$ cat src/rtl/pingpong_pkg.sv
// Shared types and default constants for the HPS ping-pong responder.
// Optional feature macro used by the top: PINGPONG_TIMEOUT_EN (idle watchdog).
package pingpong_pkg;

    typedef enum logic [1:0] {
        IDLE    = 2'd0,
        DELAY   = 2'd1,
        RESPOND = 2'd2
    } pp_state_t;

    localparam int PP_DELAY_DEFAULT = 16;
    localparam int PP_CNT_W_DEFAULT = 16;

    // The delay counter is sized for the largest legal DELAY_CYCLES value.
    localparam int PP_DELAY_CNT_W = 16;

endpackage

$ cat src/rtl/pingpong_sync.sv
// Two flip-flop synchroniser for the asynchronous ping line.
// Both stages reset to 0, so a high ping after reset is seen as a fresh request.
module pingpong_sync (
    input  logic clk,
    input  logic rst_n,
    input  logic d,
    output logic q
);

    logic s1;
    logic s2;

    // Shift the async input through two stages to settle metastability.
    always_ff @(posedge clk or negedge rst_n) begin
        if (!rst_n) begin
            s1 <= 1'b0;
            s2 <= 1'b0;
        end else begin
            s1 <= d;
            s2 <= s1;
        end
    end

    assign q = s2;

endmodule

$ cat src/rtl/pingpong_responder.sv
// FPGA-side partner of the HPS ping-pong link: each ping toggle is answered,
// after DELAY_CYCLES, by pong taking the same level. Counts completed rounds
// and flags retracted pings (overrun).
// Optional feature macro: PINGPONG_TIMEOUT_EN builds an idle watchdog that
// sets timeout_o; without it timeout_o is tied to 0.
module pingpong_responder
    import pingpong_pkg::*;
#(
    parameter int DELAY_CYCLES   = PP_DELAY_DEFAULT,
    parameter int CNT_W          = PP_CNT_W_DEFAULT,
    parameter int TIMEOUT_CYCLES = 50_000_000
) (
    input  logic             clk_clk,
    input  logic             reset_reset_n,
    input  logic             enable_i,
    input  logic             clear_i,
    input  logic             ping_i,
    output logic             pong_o,
    output logic [CNT_W-1:0] round_count_o,
    output logic             busy_o,
    output logic             overrun_o,
    output logic             timeout_o
);

    localparam logic [PP_DELAY_CNT_W-1:0] DELAY_LOAD = PP_DELAY_CNT_W'(DELAY_CYCLES - 1);

    logic                      ping_s2;
    logic                      pending;
    pp_state_t                 state;
    pp_state_t                 state_next;
    logic [PP_DELAY_CNT_W-1:0] delay_cnt;
    logic [PP_DELAY_CNT_W-1:0] delay_cnt_next;
    logic                      pong_next;
    logic [CNT_W-1:0]          count_next;
    logic                      overrun_set;

    pingpong_sync u_sync (
        .clk   (clk_clk),
        .rst_n (reset_reset_n),
        .d     (ping_i),
        .q     (ping_s2)
    );

    assign pending = ping_s2 ^ pong_o;
    assign busy_o  = (state != IDLE);

    // Next-state, delay countdown and response decisions for the handshake FSM.
    always_comb begin
        state_next     = state;
        delay_cnt_next = delay_cnt;
        pong_next      = pong_o;
        count_next     = round_count_o;
        overrun_set    = 1'b0;
        case (state)
            IDLE: begin
                if (enable_i && pending) begin
                    state_next     = DELAY;
                    delay_cnt_next = DELAY_LOAD;
                end
            end
            DELAY: begin
                if (!enable_i) begin
                    state_next = IDLE;
                end else if (!pending) begin
                    overrun_set = 1'b1;
                    state_next  = IDLE;
                end else if (delay_cnt == '0) begin
                    state_next = RESPOND;
                end else begin
                    delay_cnt_next = delay_cnt - PP_DELAY_CNT_W'(1);
                end
            end
            RESPOND: begin
                pong_next  = ping_s2;
                count_next = round_count_o + CNT_W'(1);
                state_next = IDLE;
            end
            default: begin
                state_next = IDLE;
            end
        endcase
    end

    // State, delay counter, pong level and round counter registers.
    always_ff @(posedge clk_clk or negedge reset_reset_n) begin
        if (!reset_reset_n) begin
            state         <= IDLE;
            delay_cnt     <= '0;
            pong_o        <= 1'b0;
            round_count_o <= '0;
        end else begin
            state         <= state_next;
            delay_cnt     <= delay_cnt_next;
            pong_o        <= pong_next;
            round_count_o <= count_next;
        end
    end

    // Sticky overrun flag; a new overrun wins over a simultaneous clear.
    always_ff @(posedge clk_clk or negedge reset_reset_n) begin
        if (!reset_reset_n) begin
            overrun_o <= 1'b0;
        end else if (overrun_set) begin
            overrun_o <= 1'b1;
        end else if (clear_i) begin
            overrun_o <= 1'b0;
        end
    end

`ifdef PINGPONG_TIMEOUT_EN
    localparam int WD_W = $clog2(TIMEOUT_CYCLES + 1);
    localparam logic [WD_W-1:0] WD_LAST = WD_W'(TIMEOUT_CYCLES - 1);

    logic [WD_W-1:0] wd_cnt;
    logic            wd_run;
    logic            wd_fire;

    assign wd_run  = (state == IDLE) && enable_i && !pending;
    assign wd_fire = wd_run && (wd_cnt == WD_LAST);

    // Idle watchdog: counts quiet enabled IDLE cycles, restarts when it fires.
    always_ff @(posedge clk_clk or negedge reset_reset_n) begin
        if (!reset_reset_n) begin
            wd_cnt <= '0;
        end else if (!wd_run || wd_fire) begin
            wd_cnt <= '0;
        end else begin
            wd_cnt <= wd_cnt + WD_W'(1);
        end
    end

    // Sticky timeout flag; a watchdog expiry wins over a simultaneous clear.
    always_ff @(posedge clk_clk or negedge reset_reset_n) begin
        if (!reset_reset_n) begin
            timeout_o <= 1'b0;
        end else if (wd_fire) begin
            timeout_o <= 1'b1;
        end else if (clear_i) begin
            timeout_o <= 1'b0;
        end
    end
`else
    logic unused_timeout_cfg;
    assign unused_timeout_cfg = ^32'(TIMEOUT_CYCLES);
    assign timeout_o = 1'b0;
`endif

endmodule

$ cat config.mk
export PLATFORM = sky130hd
export DESIGN_NAME = pingpong_responder
export DESIGN_NICKNAME = d
export VERILOG_FILES = /design/src/rtl/pingpong_pkg.sv /design/src/rtl/pingpong_sync.sv /design/src/rtl/pingpong_responder.sv
export SDC_FILE = /design/constraint.sdc
export NUM_CORES = 1
export LEC_CHECK = 0
export ABC_AREA = 1
export CORE_MARGIN = 8
export CORE_UTILIZATION = 37
export CTS_CLUSTER_DIAMETER = 200
export CTS_CLUSTER_SIZE = 16
export DETAILED_ROUTE_END_ITERATION = 12
export PLACE_DENSITY_LB_ADDON = 0.12
export SYNTH_ARGS = -nofsm -noshare
export SYNTH_HDL_FRONTEND = slang
export SYNTH_HIERARCHICAL = 1
export SYNTH_SLANG_ARGS = --single-unit
$ cat constraint.sdc
create_clock -name clk_clk -period 2.5 [get_ports clk_clk]
set_input_delay 0.75 -clock clk_clk [delete_from_list [all_inputs] [get_ports clk_clk]]
set_output_delay 0.75 -clock clk_clk [all_outputs]
set_load 0.1 [all_outputs]
==> out/metrics.csv, run 1 <==
metric,value,unit
outcome,completed,
number of synthesized register bits,38,
post-CTS sizing,0,
"Net Count, Synth",287,
Post-CTS Setup Bufs,0,
Die Area,8530,um2
"Slew Viols, Final",0,
vias per inst,4.48,
vias in the first global route,1768,
final hold violations,0,
"Design Area, Final",2490,um2
"most used cell, CP",nand2_2,
chip width,92.4,um
clk_lat worst skew,290,ps
Util after Layout,0.432,
CP Cell Sequence,inv_1 -> ha_1 -> nand2_2 -> nor2_4 -> nand2_4 -> nor2_4 -> nand2_2 -> nand2_2 -> buf_4 -> inv_1 -> nand2_1 -> nand2_1,
GRT Util Overall,0.111,
core box area,5780,um2
"Seq/Total Area, Yosys",0.441,
fin crit period,1960,ps
FMAX,511,MHz
ANT cells,0,
vias post-DR,1722,
Detail Placement HPWL,3220,um
Routed wire per std cell,11.5,um
IO buf count,23,
Worst Clk Skew,5.52,ps
flop-to-flop setup slack,540,ps
first-pass GRT wire length,7880,um
Critical Path Start Type,register,
Worst R2R Path Depth,12,
critical path required time,2680,ps
top-level port count,25,
Setup CP Type,register to register,
Lkg Pwr,0.00125,uW
worst stage delay on the critical path,380,ps
min-delay src,u_sync/s1,
Post-Synthesis Cells,280,
Max Buffers Root-to-Sink,2,
total CTS buffers,5,
GRT overflow,0,
Mean Syn Cell Area,7.70,um2
unrepaired setup endpoints after global routing,false,
worst hold stages,0,
"EDFF count, synth",0,
"Slowest-stage cell, CP",dfrtp_1,
most frequent cell after synthesis,nand2_1,
HP Class,register to register,
VDD IR-drop max,0.000248,V
Final TNS setup,0,ps
hold buffer count at cts,0,
Post-DP Area,2400,um2
max_cap viols,0,
CP max FO,29,
"Clk pin slew, worst setup/hold paths",70,ps
largest net degree at the start of global routing,39,
final WL,4420,um
Yosys top cell area share,0.441,
Routability Congestion,0.794,
CTS tree,built,
Synth async-reset ratio,1.00,
Hold Path Sink,u_sync/q,
Core Rows,28,
most used flip-flop cell after synthesis,dfrtp_1,
Initial DRT Pass Iterations,4,
origin of the critical flop-to-flop path,delay_cnt[0],
Worst Path Arrival,2140,ps
Synth area leader,dfrtp_1,
largest cells by area after synthesis,"dfrtp_1 (44%), nand2_1 (12%), nor2_1 (7.0%), inv_1 (6.3%), nand3_1 (5.3%)",
Pwr Density,662,nW/um2
DRT iter0 DRCs,51,
Mapped Area,2160,um2
Syn-to-layout area delta,15.7,%
FF-to-FF End,delay_cnt[5],
number of nets in the layout,315,
"Warnings, synthesis",6,
die height,92.4,um
hold_ws,362,ps
share of cells above drive strength 1,0.201,
CTS sink count,38,
initial antenna violation count,0,
nature of the critical path endpoint,register,
"top cells by count, synth","nand2_1 (71), nor2_1 (40), dfrtp_1 (38), inv_1 (36), nand3_1 (23)",
drt drc,0,
root buf cell,clkbuf_8,
Cell variety after synth,28,
Tcrit/Tclk final,0.783,
htree depth,2,
endpoints failing setup,0,
Antenna Nets Post-Route,0,
Starting Density,0.373,
[critical path: cells and delay by family (launching register included)]
kind	cells	cell delay, ps
and+or+nand+nor	8	650
buffers and inverters	3	590
adders and majority gates	1	220
DFF	1	380
[area by class of cell]
class / instances / area [um2]
timing repair buffer: 26 / 200
tap: 75 / 93.8
inverter: 37 / 139
clock buffer: 7 / 86.3
sequential: 38 / 951
fill: 618 / 3290
multi-input combinational: 200 / 1020
clock inverter: 1 / 5.00
[cell usage in the layout, fill, tap and decap left out]
cell type / synthesis / layout
o21bai_1: 3 / 3
xnor2_1: 5 / 5
o21ai_2: 10 / 10
clkbuf_1: 1 / 1
a21oi_1: 1 / 1
o21ai_1: 1 / 1
nand2_2: 12 / 12
nor2_1: 40 / 40
o21ai_0: 4 / 4
inv_2: 1 / 1
nand2_1: 71 / 71
xor2_1: 9 / 9
buf_2: 1 / 1
clkbuf_8: 0 / 6
nand3_1: 23 / 23
buf_4: 1 / 22
dfrtp_1: 38 / 38
nor2_2: 5 / 5
clkdlybuf4s50_1: 0 / 3
nand3b_1: 1 / 1
conb_1: 1 / 1
nor2_4: 2 / 2
nand4_1: 2 / 2
nor3_1: 6 / 6
ha_1: 2 / 2
clkinv_2: 0 / 1
or2_2: 1 / 1
inv_1: 36 / 36
nand2_4: 1 / 1
[how the worst max path moves through the flow]
stage	to	slack, ps	start
6_report	delay_cnt[5]	540	delay_cnt[0]
5_1_grt	delay_cnt[5]	310	delay_cnt[0]
4_1_cts	delay_cnt[5]	520	delay_cnt[0]
3_5_place_dp	delay_cnt[2]	330	enable_i
3_3_place_gp	delay_cnt[1]	350	enable_i
2_1_floorplan	round_count_o[8]	520	round_count_o[1]
[flip-flops by register name (all words and copies together) (netlist names)]
register	cells
round_count_o	16
u_sync/s1	1
u_sync/q	1
delay_cnt	16
overrun_o	1
pong_o	1
state	2
[logic make-up after synthesis]
family | synth area share
AND/OR/NAND/NOR | 0.338
XOR/XNOR | 0.0568
flip-flops | 0.441
buffers and inverters | 0.0864
other | 0.00174
AO/OA/AOI/OAI | 0.0650
adder cells (fa/ha/maj) | 0.0116
[routing by layer]
metal	part of all wire	vias up	track usage
met5	0	-	0
met4	0.010	0	0.0282
met3	0.052	5	0.0348
met2	0.44	30	0.183
met1	0.49	769	0.139
li1	-	918	-
[metrics by stage]
| step | worst slack, ps | total power (uW) | instances |
|---|---|---|---|
| CTS | 523 | 1680 | 384 |
| global route | 307 | 1760 | 384 |
| global placement | 348 | 1220 | 376 |
| floorplan | 524 | 1130 | 280 |
| detailed placement | 327 | 1230 | 376 |
| finish | 543 | 1650 | 384 |
[power breakdown]
part	internal (uW)	switching (uW)	total [uW]	leakage, uW
logic	144	340	484	0.000693
clock network	223	217	439	0.0000482
registers	667	62.0	729	0.000514
total	1030	619	1650	0.00125
Power figures use the tool's default switching activity.
==> run 2: changes to the inputs <==
==> constraint.sdc (replaced) <==
create_clock -name clk_clk -period 1.85 [get_ports clk_clk]
set_input_delay 0.555 -clock clk_clk [delete_from_list [all_inputs] [get_ports clk_clk]]
set_output_delay 0.555 -clock clk_clk [all_outputs]
set_load 0.1 [all_outputs]
==> run 2 against run 1 <==
Worst setup slack lost 370 ps. Flip-flop and latch count is the same. Sequential share of layout area shrank 4.3 points. Die area is the same. Maximum frequency grew 17%. Non-clock buffer count grew 3. Cell area grew 14%. First-iteration DRC count grew to 2.7 times the previous value. Total power grew 56%. Combinational power grew 52%. Largest power group unchanged. Clock-buffer cell count shrank 2. Register-to-register slack lost 370 ps.
==> out/metrics.csv, run 2 (synthesized netlist as in run 1, its figures left out) <==
metric,value,unit
outcome,completed,
endpoints failing setup,0,
Critical Path Start Type,register,
Die Area,8530,um2
unrepaired setup endpoints after global routing,false,
CTS tree,built,
top-level port count,25,
Worst Clk Skew,4.28,ps
initial antenna violation count,0,
Post-CTS Setup Bufs,0,
nature of the critical path endpoint,register,
number of nets in the layout,318,
root buf cell,clkbuf_8,
Post-Layout Cell Count,387,
core box area,5780,um2
IO buf count,23,
CP max FO,29,
Antenna Nets Post-Route,0,
Largest regs,"delay_cnt x16, round_count_o x16, state x2",
Lkg Pwr,0.00134,uW
post-CTS sizing,0,
largest net degree at the start of global routing,30,
vias per inst,4.48,
HP Class,input pin to asynchronous set/reset pin,
Worst Path Arrival,1860,ps
FMAX,596,MHz
"Clk pin slew, worst setup/hold paths",80,ps
flop-to-flop setup slack,170,ps
total CTS buffers,5,
Tot Pwr,2580,uW
Routed wire per std cell,11.7,um
Inst Count DP,379,
met3 WL,165,um
Final TNS setup,0,ps
fin crit period,1680,ps
"commonest cells after routing, fill and taps aside","nand2_1 (71), nor2_1 (40), inv_1 (36), dfrtp_1 (31), nand3_1 (23)",
WL met2,2060,um
Tcrit/Tclk final,0.907,
Starting Density,0.373,
Detail Placement HPWL,3420,um
WL met1,2270,um
Top Metal Used,met4,
DRT iter0 DRCs,137,
hold buffer count at cts,0,
VDD IR-drop max,0.000447,V
"Slew Viols, Final",0,
die height,92.4,um
first-pass GRT wire length,8440,um
Syn-to-layout area delta,31.4,%
Max Buffers Root-to-Sink,2,
share of cells above drive strength 1,0.234,
max_cap viols,0,
vias in the first global route,1761,
critical path required time,2030,ps
Routability Congestion,0.775,
setup slack at placement,47.2,ps
"commonest non-fill, non-tap cell in the layout",nand2_1,
Core Rows,28,
vias post-DR,1732,
GRT Util Overall,0.122,
Pwr Density,908,nW/um2
CTS sink count,38,
final hold violations,0,
final WL,4520,um
clk_lat worst skew,290,ps
GRT overflow,0,
Initial DRT Pass Iterations,4,
Util after Layout,0.490,
htree depth,2,
Setup CP Type,register to register,
setup ws final,171,ps
ANT cells,0,
drt drc,0,
chip width,92.4,um
## run 2: cell types whose count changed in the layout (fill, tap and decap cells not counted), sizes merged
cell / previous run / this run
clkbuf: 7 / 5
bufinv: 0 / 2
buf: 23 / 26
## run 2: path summary, 6_finish.rpt
kind / end / start / cells past startpoint
min in group clk_clk: u_sync/q / u_sync/s1 / 0
worst max-delay path: delay_cnt[5] / delay_cnt[0] / 12
worst min register to register: u_sync/q / u_sync/s1 / 0
worst min-delay path: delay_cnt[14] / reset_reset_n / 1
worst max register to register: delay_cnt[5] / delay_cnt[0] / 12
max in group asynchronous: round_count_o[6] / reset_reset_n / 2
## run 2: critical path, cell delays in order (launching register included)
cell	delay, ps
dfrtp_1	380
inv_1	70
ha_1	180
nand2_2	70
nor2_4	150
nand2_4	80
nor2_4	100
nand2_2	70
nand2_2	70
buf_12	200
inv_1	70
nand2_1	60
nand2_1	40
## run 2: layout make-up
| cell class | count | area (um2) |
|---|---|---|
| Clock buffer | 5 | 68.8 |
| Clock inverter | 3 | 68.8 |
| Fill cell | 559 | 2950 |
| Inverter | 37 | 139 |
| Multi-Input combinational cell | 200 | 1020 |
| Sequential cell | 38 | 960 |
| Tap cell | 75 | 93.8 |
| Timing Repair Buffer | 29 | 485 |
## run 2: layer usage
| metal | global-route usage | up-vias |
|---|---|---|
| li1 | - | 922 |
| met1 | 0.160 | 792 |
| met2 | 0.185 | 16 |
| met3 | 0.0429 | 2 |
| met4 | 0.0349 | 0 |
| met5 | 0 | - |
## run 2: metrics by stage
stage | instance area (um2) | hold slack (ps)
global placement | 2700 | 336
detailed placement | 2700 | 344
CTS | 2840 | 139
finish | 2840 | 140
floorplan | 2170 | 259
global route | 2840 | 133
## run 2: where the power goes
part | switching [uW] | internal, uW
clock | 303 | 540
combinational | 469 | 268
sequential | 92.7 | 903
==> edit, RTL diff (settings of run 2) <==
Set the package constant `PP_DELAY_CNT_W` to 18 (it was 16).
--- a/src/rtl/pingpong_pkg.sv
+++ b/src/rtl/pingpong_pkg.sv
@@ -12,7 +12,7 @@
     localparam int PP_CNT_W_DEFAULT = 16;
 
     // The delay counter is sized for the largest legal DELAY_CYCLES value.
-    localparam int PP_DELAY_CNT_W = 16;
+    localparam int PP_DELAY_CNT_W = 18;
 
 endpackage
 
Function: same outputs for any inputs over 10 cycles, from zero or initial values and one cycle with reset_reset_n low; that may be too few to reach the edited logic, so the function may still have changed.
==> edit against run 2 <==
Design area rose by 0.26%. Global-route usage fell by 0.66 points. Largest power group unchanged. Synthesized cell count rose by 0.71%. Clock skew rose by 1.5 ps. Hold slack improved by 30 ps. Highest routed layer unchanged. Area after synthesis rose by 2.6%. Worst setup slack got worse by 1.6 ps. Power fell by 13%. Critical path type unchanged. Final cell count rose by 0.78%. Routed wire length rose by 3.1%. Sequential cell count rose by 2.
==> edit: results <==
synth:
  synth_compound_area_frac: 0.0571
  synth_xor_area_frac: 0.0673
  yosys-top-cells-count: "nand2_1, dfrtp_1, nor2_1"
  synth_fa_ha_area_frac: 0.0113
  ys_types: 24
  synth.area.top_cells: "dfrtp_1, nand2_1, nand3_1"
  ys_seq_area_frac: 0.452
  avgSynthCellArea_um2: 7.85
  synth_nets: 289
pwr:
  ir_drop_v: 0.000457
  p_leak_nw: 1.37
routing:
  routed-wl-met2_mm: 2.10
  met1Wirelength_mm: 2.28
  wl_met3_um: 243
  drt_iter0_drc: 100
  dr_total_vias: 1823
  routedWlPerCell_um: 12.0
final_layout:
  nFillCells: 549
  final_cells: 390
  drive_gt1_frac: 0.200
  nets: 321
  largestRegisters: "delay_cnt (18), round_count_o (16), state (2)"
place:
  port_buffers: 23
  dp_hpwl_mm: 3.62
  place_inst: 382
  place_congestion: 0.799
worst_setup_path:
  slowest_delay_ps: 360
  critPathMaxFanout: 5
clock_tree:
  numCtsBuffers: 5
  clockRootBuffer: "clkbuf_8"
  htreeDepth: 2
global_routing:
  grt_max_degree: 22
  grt_pass1_vias: 1680
  track_usage: 0.115
  grt_pass1_wl_mm: 8.12
timing:
  clock-skew-final_ps: 5.82
hold_path:
  worstHoldPathType: "in -> async"
status:
  outcome: "finished clean"
[edit: per-layer routing]
metal / GRT usage / vias up
met5: 0 / -
met4: 0.0322 / 0
met3: 0.0393 / 6
met2: 0.171 / 36
met1: 0.155 / 831
li1: - / 950
[edit: cells by family after synthesis]
| kind of cell | after synthesis |
|---|---|
| adders and majority gates | 2 |
| AOI/OAI and AO/OA | 20 |
| buffers and inverters | 37 |
| DFF | 40 |
| xor gates and xnor gates | 17 |
| and+or+nand+nor | 165 |
| other | 1 |
[edit: final cells by class]
cell class / instances / area share
timing repair buffer: 30 / 0.170
clock buffer: 7 / 0.0268
multi-input combinational: 205 / 0.371
tap: 75 / 0.0330
clock inverter: 1 / 0.00176
inverter: 32 / 0.0423
sequential: 40 / 0.354
[edit: final timing paths]
path / from / endpoint / slack, ps / cells past startpoint
worst max-delay path: delay_cnt[0] / delay_cnt[1] / 170 / 10
worst min-delay path: reset_reset_n / round_count_o[7] / 170 / 1
worst max register to register: delay_cnt[0] / delay_cnt[1] / 170 / 10
worst min register to register: u_sync/s1 / u_sync/q / 350 / 0
max in group asynchronous: reset_reset_n / delay_cnt[3] / 1090 / 2
min in group clk_clk: u_sync/s1 / u_sync/q / 350 / 0
[edit: power breakdown]
| group | switching, mW | internal, mW |
|---|---|---|
| clock | 0.287 | 0.265 |
| combinational | 0.455 | 0.235 |
| sequential | 0.0606 | 0.937 |
| total | 0.802 | 1.44 |
[edit: stage by stage]
| stage | power (mW) | area [µm²] | util | setup WS, ps | hold slack (ps) |
|---|---|---|---|---|---|
| after floorplan | 1.50 | 2220 | - | 27.9 | 259 |
| after global placement | 1.69 | 2760 | 0.471 | 84.2 | 333 |
| after detailed placement | 1.70 | 2760 | 0.471 | 60.6 | 337 |
| after CTS | 2.27 | 2840 | 0.485 | 136 | 172 |
| after global routing | 2.40 | 2840 | 0.486 | 28.6 | 186 |
| final | 2.24 | 2840 | 0.486 | 170 | 171 |
[edit: worst register-to-register path: stages (launching register included)]
cell     delay (ps)
dfrtp_1         360
inv_1           120
ha_2            250
nand2_2         110
nor2_4          180
nand3_2         120
nand2_2         100
inv_2            70
buf_4           150
nand2_1          70
o21ai_2          50
